==> src/rtl/l1_l2_arb_pkg.sv <==
// l1_l2_arb_pkg: shared FSM state, owner and operation encodings for the L1->L2 request arbiter.
package l1_l2_arb_pkg;
    typedef enum logic [1:0] {IDLE, BUSY, RESP} state_e;
    localparam logic OWN_I = 1'b0;
    localparam logic OWN_D = 1'b1;
    localparam logic OP_RD = 1'b0;
    localparam logic OP_WR = 1'b1;
endpackage

==> src/rtl/l1_l2_req_arbiter_if.sv <==
// l1_l2_req_arbiter_if: L1I/L1D request handshakes and the shared L2 request port.
interface l1_l2_req_arbiter_if #(
    parameter int ADDR_W = 32,
    parameter int LINE_W = 128
);
    logic              i_req;
    logic [ADDR_W-1:0] i_addr;
    logic              i_grant;
    logic              i_resp;
    logic [LINE_W-1:0] i_rdata;
    logic              d_req;
    logic              d_write;
    logic              d_lock;
    logic [ADDR_W-1:0] d_addr;
    logic [LINE_W-1:0] d_wdata;
    logic              d_grant;
    logic              d_resp;
    logic [LINE_W-1:0] d_rdata;
    logic              l2_read;
    logic              l2_write;
    logic [ADDR_W-1:0] l2_addr;
    logic [LINE_W-1:0] l2_wdata;
    logic              l2_ready;
    logic [LINE_W-1:0] l2_rdata;
    modport slave (
        input  i_req, i_addr, d_req, d_write, d_lock, d_addr, d_wdata, l2_ready, l2_rdata,
        output i_grant, i_resp, i_rdata, d_grant, d_resp, d_rdata, l2_read, l2_write, l2_addr, l2_wdata
    );
    modport master (
        output i_req, i_addr, d_req, d_write, d_lock, d_addr, d_wdata, l2_ready, l2_rdata,
        input  i_grant, i_resp, i_rdata, d_grant, d_resp, d_rdata, l2_read, l2_write, l2_addr, l2_wdata
    );
endinterface

==> src/rtl/rr_pick2.sv <==
// rr_pick2: two-way combinational picker; pointer names the preferred side, force_d overrides it.
module rr_pick2
    import l1_l2_arb_pkg::*;
(
    input  logic req_i,
    input  logic req_d,
    input  logic ptr,
    input  logic force_d,
    output logic gnt_i,
    output logic gnt_d
);
    always_comb begin
        gnt_d = req_d & (~req_i | (ptr == OWN_D) | force_d);
        gnt_i = req_i & ~gnt_d;
    end
endmodule

==> src/rtl/l1_l2_req_arbiter.sv <==
// l1_l2_req_arbiter: round-robin L1I/L1D arbiter onto the single L2 request port,
// with an L1D write-back->refill lock and a sticky watchdog on hung L2 transactions.
module l1_l2_req_arbiter
    import l1_l2_arb_pkg::*;
#(
    parameter int ADDR_W  = 32,
    parameter int LINE_W  = 128,
    parameter int TIMEOUT = 1024
) (
    input  logic                clk,
    input  logic                nrst,
    l1_l2_req_arbiter_if.slave  bus,
    output logic                timeout_err
);
    localparam int WD_W = (TIMEOUT > 2) ? $clog2(TIMEOUT) : 1;
    localparam logic [WD_W-1:0] WD_MAX = WD_W'(TIMEOUT - 1);

    state_e            state_q, state_d;
    logic              owner_q, owner_d;
    logic              op_q, op_d;
    logic              ptr_q, ptr_d;
    logic              lock_q, lock_d;
    logic              terr_q, terr_d;
    logic [WD_W-1:0]   wd_q, wd_d;
    logic [ADDR_W-1:0] addr_q, addr_d;
    logic [LINE_W-1:0] wdata_q, wdata_d;
    logic [LINE_W-1:0] i_rdata_q, i_rdata_d;
    logic [LINE_W-1:0] d_rdata_q, d_rdata_d;
    logic              idle, gnt_i, gnt_d;
    logic [LINE_W-1:0] fill;

    // Grants are only offered in IDLE and are masked while reset is held.
    assign idle = (state_q == IDLE) & nrst;

    rr_pick2 u_pick (
        .req_i   (bus.i_req & idle),
        .req_d   (bus.d_req & idle),
        .ptr     (ptr_q),
        .force_d (lock_q),
        .gnt_i   (gnt_i),
        .gnt_d   (gnt_d)
    );

    always_comb begin
        state_d   = state_q;
        owner_d   = owner_q;
        op_d      = op_q;
        ptr_d     = ptr_q;
        lock_d    = lock_q;
        terr_d    = terr_q;
        wd_d      = '0;
        addr_d    = addr_q;
        wdata_d   = wdata_q;
        i_rdata_d = i_rdata_q;
        d_rdata_d = d_rdata_q;
        fill      = bus.l2_ready ? bus.l2_rdata : '0;
        case (state_q)
            IDLE: if (gnt_i | gnt_d) begin
                state_d = BUSY;
                owner_d = gnt_d ? OWN_D : OWN_I;
                op_d    = (gnt_d & bus.d_write) ? OP_WR : OP_RD;
                addr_d  = gnt_d ? bus.d_addr : bus.i_addr;
                wdata_d = gnt_d ? bus.d_wdata : wdata_q;
                ptr_d   = gnt_d ? OWN_I : OWN_D;
                lock_d  = gnt_d & bus.d_lock;
            end
            BUSY: begin
                wd_d = wd_q + 1'b1;
                // A hung transaction completes as a zero-data fill so the requester unblocks.
                if (bus.l2_ready || wd_q == WD_MAX) begin
                    state_d   = RESP;
                    wd_d      = '0;
                    terr_d    = terr_q | ~bus.l2_ready;
                    i_rdata_d = (op_q == OP_RD && owner_q == OWN_I) ? fill : i_rdata_q;
                    d_rdata_d = (op_q == OP_RD && owner_q == OWN_D) ? fill : d_rdata_q;
                end
            end
            default: state_d = IDLE;
        endcase
    end

    always_ff @(posedge clk or negedge nrst) begin
        if (!nrst) begin
            state_q   <= IDLE;
            owner_q   <= OWN_I;
            op_q      <= OP_RD;
            ptr_q     <= OWN_D;
            lock_q    <= 1'b0;
            terr_q    <= 1'b0;
            wd_q      <= '0;
            addr_q    <= '0;
            wdata_q   <= '0;
            i_rdata_q <= '0;
            d_rdata_q <= '0;
        end else begin
            state_q   <= state_d;
            owner_q   <= owner_d;
            op_q      <= op_d;
            ptr_q     <= ptr_d;
            lock_q    <= lock_d;
            terr_q    <= terr_d;
            wd_q      <= wd_d;
            addr_q    <= addr_d;
            wdata_q   <= wdata_d;
            i_rdata_q <= i_rdata_d;
            d_rdata_q <= d_rdata_d;
        end
    end

    assign bus.i_grant  = gnt_i;
    assign bus.d_grant  = gnt_d;
    assign bus.i_resp   = (state_q == RESP) & (owner_q == OWN_I);
    assign bus.d_resp   = (state_q == RESP) & (owner_q == OWN_D);
    assign bus.i_rdata  = i_rdata_q;
    assign bus.d_rdata  = d_rdata_q;
    assign bus.l2_read  = (state_q == BUSY) & (op_q == OP_RD);
    assign bus.l2_write = (state_q == BUSY) & (op_q == OP_WR);
    assign bus.l2_addr  = addr_q;
    assign bus.l2_wdata = wdata_q;
    assign timeout_err  = terr_q;
endmodule

==> src/flat_wrapper.sv <==
// flat-port wrapper written by rule: the top's interface ports become plain ports
module l1_l2_req_arbiter_flat import l1_l2_arb_pkg::*;
#(
    parameter int ADDR_W  = 32,
    parameter int LINE_W  = 128,
    parameter int TIMEOUT = 1024
)
  (clk, nrst, timeout_err, bus_i_req, bus_i_addr, bus_d_req, bus_d_write, bus_d_lock, bus_d_addr, bus_d_wdata, bus_l2_ready, bus_l2_rdata, bus_i_grant, bus_i_resp, bus_i_rdata, bus_d_grant, bus_d_resp, bus_d_rdata, bus_l2_read, bus_l2_write, bus_l2_addr, bus_l2_wdata);
  l1_l2_req_arbiter_if #(.ADDR_W(ADDR_W), .LINE_W(LINE_W)) bus_i ();
  input  logic clk;
  input  logic nrst;
  output logic timeout_err;
  input wire logic [$bits(bus_i.i_req)-1:0] bus_i_req;
  input wire logic [$bits(bus_i.i_addr)-1:0] bus_i_addr;
  input wire logic [$bits(bus_i.d_req)-1:0] bus_d_req;
  input wire logic [$bits(bus_i.d_write)-1:0] bus_d_write;
  input wire logic [$bits(bus_i.d_lock)-1:0] bus_d_lock;
  input wire logic [$bits(bus_i.d_addr)-1:0] bus_d_addr;
  input wire logic [$bits(bus_i.d_wdata)-1:0] bus_d_wdata;
  input wire logic [$bits(bus_i.l2_ready)-1:0] bus_l2_ready;
  input wire logic [$bits(bus_i.l2_rdata)-1:0] bus_l2_rdata;
  output wire logic [$bits(bus_i.i_grant)-1:0] bus_i_grant;
  output wire logic [$bits(bus_i.i_resp)-1:0] bus_i_resp;
  output wire logic [$bits(bus_i.i_rdata)-1:0] bus_i_rdata;
  output wire logic [$bits(bus_i.d_grant)-1:0] bus_d_grant;
  output wire logic [$bits(bus_i.d_resp)-1:0] bus_d_resp;
  output wire logic [$bits(bus_i.d_rdata)-1:0] bus_d_rdata;
  output wire logic [$bits(bus_i.l2_read)-1:0] bus_l2_read;
  output wire logic [$bits(bus_i.l2_write)-1:0] bus_l2_write;
  output wire logic [$bits(bus_i.l2_addr)-1:0] bus_l2_addr;
  output wire logic [$bits(bus_i.l2_wdata)-1:0] bus_l2_wdata;
  assign bus_i.i_req = bus_i_req;
  assign bus_i.i_addr = bus_i_addr;
  assign bus_i.d_req = bus_d_req;
  assign bus_i.d_write = bus_d_write;
  assign bus_i.d_lock = bus_d_lock;
  assign bus_i.d_addr = bus_d_addr;
  assign bus_i.d_wdata = bus_d_wdata;
  assign bus_i.l2_ready = bus_l2_ready;
  assign bus_i.l2_rdata = bus_l2_rdata;
  assign bus_i_grant = bus_i.i_grant;
  assign bus_i_resp = bus_i.i_resp;
  assign bus_i_rdata = bus_i.i_rdata;
  assign bus_d_grant = bus_i.d_grant;
  assign bus_d_resp = bus_i.d_resp;
  assign bus_d_rdata = bus_i.d_rdata;
  assign bus_l2_read = bus_i.l2_read;
  assign bus_l2_write = bus_i.l2_write;
  assign bus_l2_addr = bus_i.l2_addr;
  assign bus_l2_wdata = bus_i.l2_wdata;
  l1_l2_req_arbiter #(.ADDR_W(ADDR_W), .LINE_W(LINE_W), .TIMEOUT(TIMEOUT)) u_core (.clk(clk), .nrst(nrst), .bus(bus_i), .timeout_err(timeout_err));
endmodule
==> config.mk <==
export PLATFORM = sky130hd
export DESIGN_NAME = l1_l2_req_arbiter_flat
export DESIGN_NICKNAME = d
export VERILOG_FILES = /design/src/rtl/l1_l2_arb_pkg.sv /design/src/rtl/l1_l2_req_arbiter_if.sv /design/src/rtl/rr_pick2.sv /design/src/rtl/l1_l2_req_arbiter.sv /design/src/flat_wrapper.sv
export SDC_FILE = /design/constraint.sdc
export NUM_CORES = 1
export LEC_CHECK = 0
export BUFFER_PORTS_ARGS = -buffer_cell sky130_fd_sc_hd__buf_2
export CAP_MARGIN = 5
export CORE_AREA = 2 2 292 294
export CTS_BUF_LIST = sky130_fd_sc_hd__clkbuf_8
export DETAILED_ROUTE_END_ITERATION = 10
export DIE_AREA = 0 0 294 296
export MAX_ROUTING_LAYER = met4
export PLACE_DENSITY = 0.39
export SYNTH_ARGS = -nofsm -noshare
export SYNTH_HDL_FRONTEND = slang
export SYNTH_SLANG_ARGS = --single-unit
==> constraint.sdc <==
create_clock -name clk -period 2.6 [get_ports clk]
set_input_delay 0.52 -clock clk [delete_from_list [all_inputs] [get_ports clk]]
set_output_delay 0.52 -clock clk [all_outputs]
set_load 0.01 [all_outputs]
==> summary.txt <==
Status
  – Outcome: complete, no violations

Power and ir drop
  – Internal Power: between 15000 and 20000 µW
  – PwrDens: 1110 mW/mm²
  – Logic pwr share: between 30 and 40%
  – Static Leak: between 0.01 and 0.015 µW
  – Clock power frac: roughly 22%
  – Sw Pwr: about 11000 µW
  – Seq pwr share: between 30% and 40%
  – Sw frac: 37.1%
  – IR Drop Worst-Case VDD: approximately 0.4 mV

Timing
  – Final period utilization: a little over nine tenths
  – Clock skew: between 40 and 50 ps
  – Final Hold Fails: 0
  – RSZ-0062 raised after global routing: no
  – Worst rel slew slack: around 38%
  – Final setup fails: 0
  – Highest clock rate: between 300 and 400 MHz
  – Worst slew pin tran: approximately 940 ps
  – Setup_tns: 0 ps
  – Max Slew Vio Count: 0
  – Minimum clock period: ~2500 ps

Place
  – GP Congestion: 0.801
  – HPWL after detailed placement: ~50000 µm
  – Inst Count DP: approximately 3200
  – IO buf count: 749

Synth
  – Cell accounting for the most synthesized area: dfrtp_1
  – Post-synthesis mux area share: a little under a tenth
  – Largest family of logic cells by synthesized area: compound AO/OA/AOI/OAI gates
  – Post-synth EDFFs: 0
  – Post-Synth Simple-Gate Area: around 7%
  – Top-count cell post-synth: dfrtp_1
  – Main area contributors after synthesis: dfrtp_1 60%, mux2_4 6.3%, a31o_2 6.2%
  – Synth Register Bits: 433
  – Adder-cell share of the synthesized area: less than 1%
  – Library cells used by synthesis: 47
  – Warnings from Yosys: 0
  – Seq/Total Area, Yosys: between 50% and 60%
  – XOR/XNOR Fraction of Synth Area: less than 1%
  – Avg Cell Area, Syn: around 13 µm²
  – Synth top area share: 59.6%
  – Top FF cell, synth: dfrtp_1
  – Compound-cell area share of the yosys netlist: between 15 and 20%
  – Commonest cells post-synth: 432 x dfrtp_1, 162 x o21ai_0, 131 x and3_1
  – Synthesized Nets: around 1800
  – Post-Synthesis Cells: 1435
  – Ys async rst share: 100%
  – Mapped Area: roughly 0.018 mm²

Global routing
  – Largest net degree at the start of global routing: about 150
  – First-pass GRT wire length: roughly 110000 µm
  – Remaining global-route overflow: 0
  – GRT Resource Usage Total: around 17%
  – Initial antenna violation count: 5
  – Vias in the first global route: between 15000 and 20000

Routing
  – ANT nets after route: 0
  – Vias post-DR: around 16000
  – DRC: 0
  – Via density: about 4.5
  – Routed WL: around 77000 µm
  – Initial DRT Pass Iterations: 4
  – Avg WL per Cell: roughly 21 µm
  – Initial drt markers: approximately 670

Floorplan
  – # IOs: 750
  – Chip Height: 296 µm
  – Die X: just under 300 µm
  – Initial core utilization: between 20% and 30%
  – # rows: between 100 and 150
  – Core Area: 0.0842 mm²
  – Die area: approximately 0.087 mm²

Finish
  – Final nets: roughly 2800
  – Area delta synth->final: 52.5%
  – Layout cell share with drive strength beyond 1: between 40% and 50%
  – Final non-filler cell total: around 3600

Clock network
  – Deepest clock path buffer count: 3
  – CTS root buffer: clkbuf_8
  – H-tree Lvls: 3
  – Clock Pin Slew Worst Setup and Hold Paths: ~50 ps
  – CTS Sinks: 433
  – CTS Buf Count: 85
  – Worst-Skew Late Latency: a little over 700 ps
  – CTS tree: done

Min path
  – Worst hold-check path type: in -> reg
  – Hold path depth: 2

Worst setup path
  – Worst path required time: around 2100 ps
  – Slowest CP cell: dlygate4sd3_1
  – Worst path max stage delay: roughly 600 ps
  – CP top delay family: buffers and inverters
  – CP Max Fanout: 2
  – Critical-path cell list: dlygate4sd3_1, buf_8, nor3b_4, buf_4, buf_12, and3_1, buf_2
  – WP depth: 7
  – Worst Setup Path Type: in -> out
  – R2r worst-path depth: 7
  – CP startpoint kind: input pin
  – Worst endpoint data arrival time: approximately 2000 ps
  – WP buf/inv: 5
  – Setup crit end kind: output pin

Flow run
  – Maxcap violations: 0
power groups by stage:
stage	registers (µW)	logic (µW)	clock network, µW
final	11600	12200	6820
after global routing	12000	13100	7440
after CTS	11600	12400	7150
after detailed placement	11700	11700	0
after global placement	11600	11600	0
after floorplan	13100	4340	0
per-layer routing:
metal	global-route usage, %	part of all wire (%)
met1	19.7	40
met2	28.9	49
met3	5.53	7.7
met4	5.92	2.9
met5	-	0
timing repair:
| item | in CTS | in global routing |
|---|---|---|
| buffers inserted | 8 | 1 |
| setup endpoints to repair | 4 | 1 |
| pin swaps | 2 | 0 |
| cloned | 4 | 0 |
| endpoints found under the hold margin | 343 | 0 |
| resized for setup | 8 | 0 |
| hold buffers | 260 | 0 |
final cells by class:
type | count | area (µm²)
Timing Repair Buffer | 1068 | 7130
Tap cell | 1090 | 1360
Multi-Input combinational cell | 842 | 6650
Fill cell | 8673 | 56500
Antenna cell | 7 | 17.5
Clock buffer | 105 | 1450
Clock inverter | 44 | 221
Inverter | 2 | 7.51
Sequential cell | 433 | 10800
layout by cell type, fill, tap and decap left out, types with 3 or more instances in the layout:
cell type,count
a31o_2,128
and3_1,130
inv_1,36
nor3b_1,4
buf_2,748
mux2_2,53
a31oi_1,33
clkbuf_8,105
nor2_1,6
nand3_1,37
nand4_1,3
mux2_4,76
buf_4,38
o2bb2ai_1,128
o21ai_0,162
nand2_1,7
clkinv_2,4
diode_2,7
buf_12,15
bufbuf_16,4
dfrtp_1,429
dlygate4sd3_1,260
a21oi_1,38
cell families after synthesis:
group | count (synthesis)
adder cells (fa/ha/maj) | 1
AND/OR/NAND/NOR | 209
multiplexers | 129
buffers and inverters | 160
AO/OA/AOI/OAI | 500
XOR/XNOR | 3
flip-flops | 433
worst paths after layout:
| kind | start | to | slack (ps) |
|---|---|---|---|
| worst max-delay path | nrst | bus_i_grant | 80 |
| worst min-delay path | bus_l2_rdata[126] | u_core.bus.i_rdata[126] | 90 |
| worst max register to register | u_core.state_q[1] | u_core.bus.i_rdata[125] | 300 |
| worst min register to register | u_core.bus.l2_wdata[47] | u_core.bus.l2_wdata[47] | 500 |
| max in group asynchronous | nrst | u_core.owner_q | 700 |
| min in group asynchronous | nrst | u_core.op_q | 510 |
metrics by stage:
stage | utilization (%) | instance area (µm²) | worst slack [ps] | hold slack, ps | power [µW]
after floorplan | - | 18100 | 515 | 224 | 17400
after global placement | 27.5 | 23200 | 395 | 485 | 23200
after detailed placement | 27.5 | 23200 | 399 | 488 | 23400
final | 32.9 | 27700 | 75.1 | 91.5 | 30600
after global routing | 32.9 | 27700 | 15.2 | 6.74 | 32600
after CTS | 32.8 | 27700 | 16.9 | 1.18 | 31200
flip-flops by register name (all words and copies together), names as in the netlist:
register and flops:
u_core.bus.l2_addr 32, u_core.timeout_err 1, u_core.bus.d_rdata 128, u_core.op_q 1, u_core.lock_q 1, u_core.bus.i_rdata 128
u_core.state_q 2, u_core.wd_q 10, u_core.bus.l2_wdata 128, u_core.ptr_q 1, u_core.owner_q 1
worst reg2reg max path: cells and delay by family, from the launching register on:
family / cells / cell delay, ps
AND/OR/NAND/NOR: 2 / 870
buffers and inverters: 4 / 750
flip-flops: 1 / 420
AO/OA/AOI/OAI: 1 / 130
No activity file was read; power rests on OpenSTA's default activity.
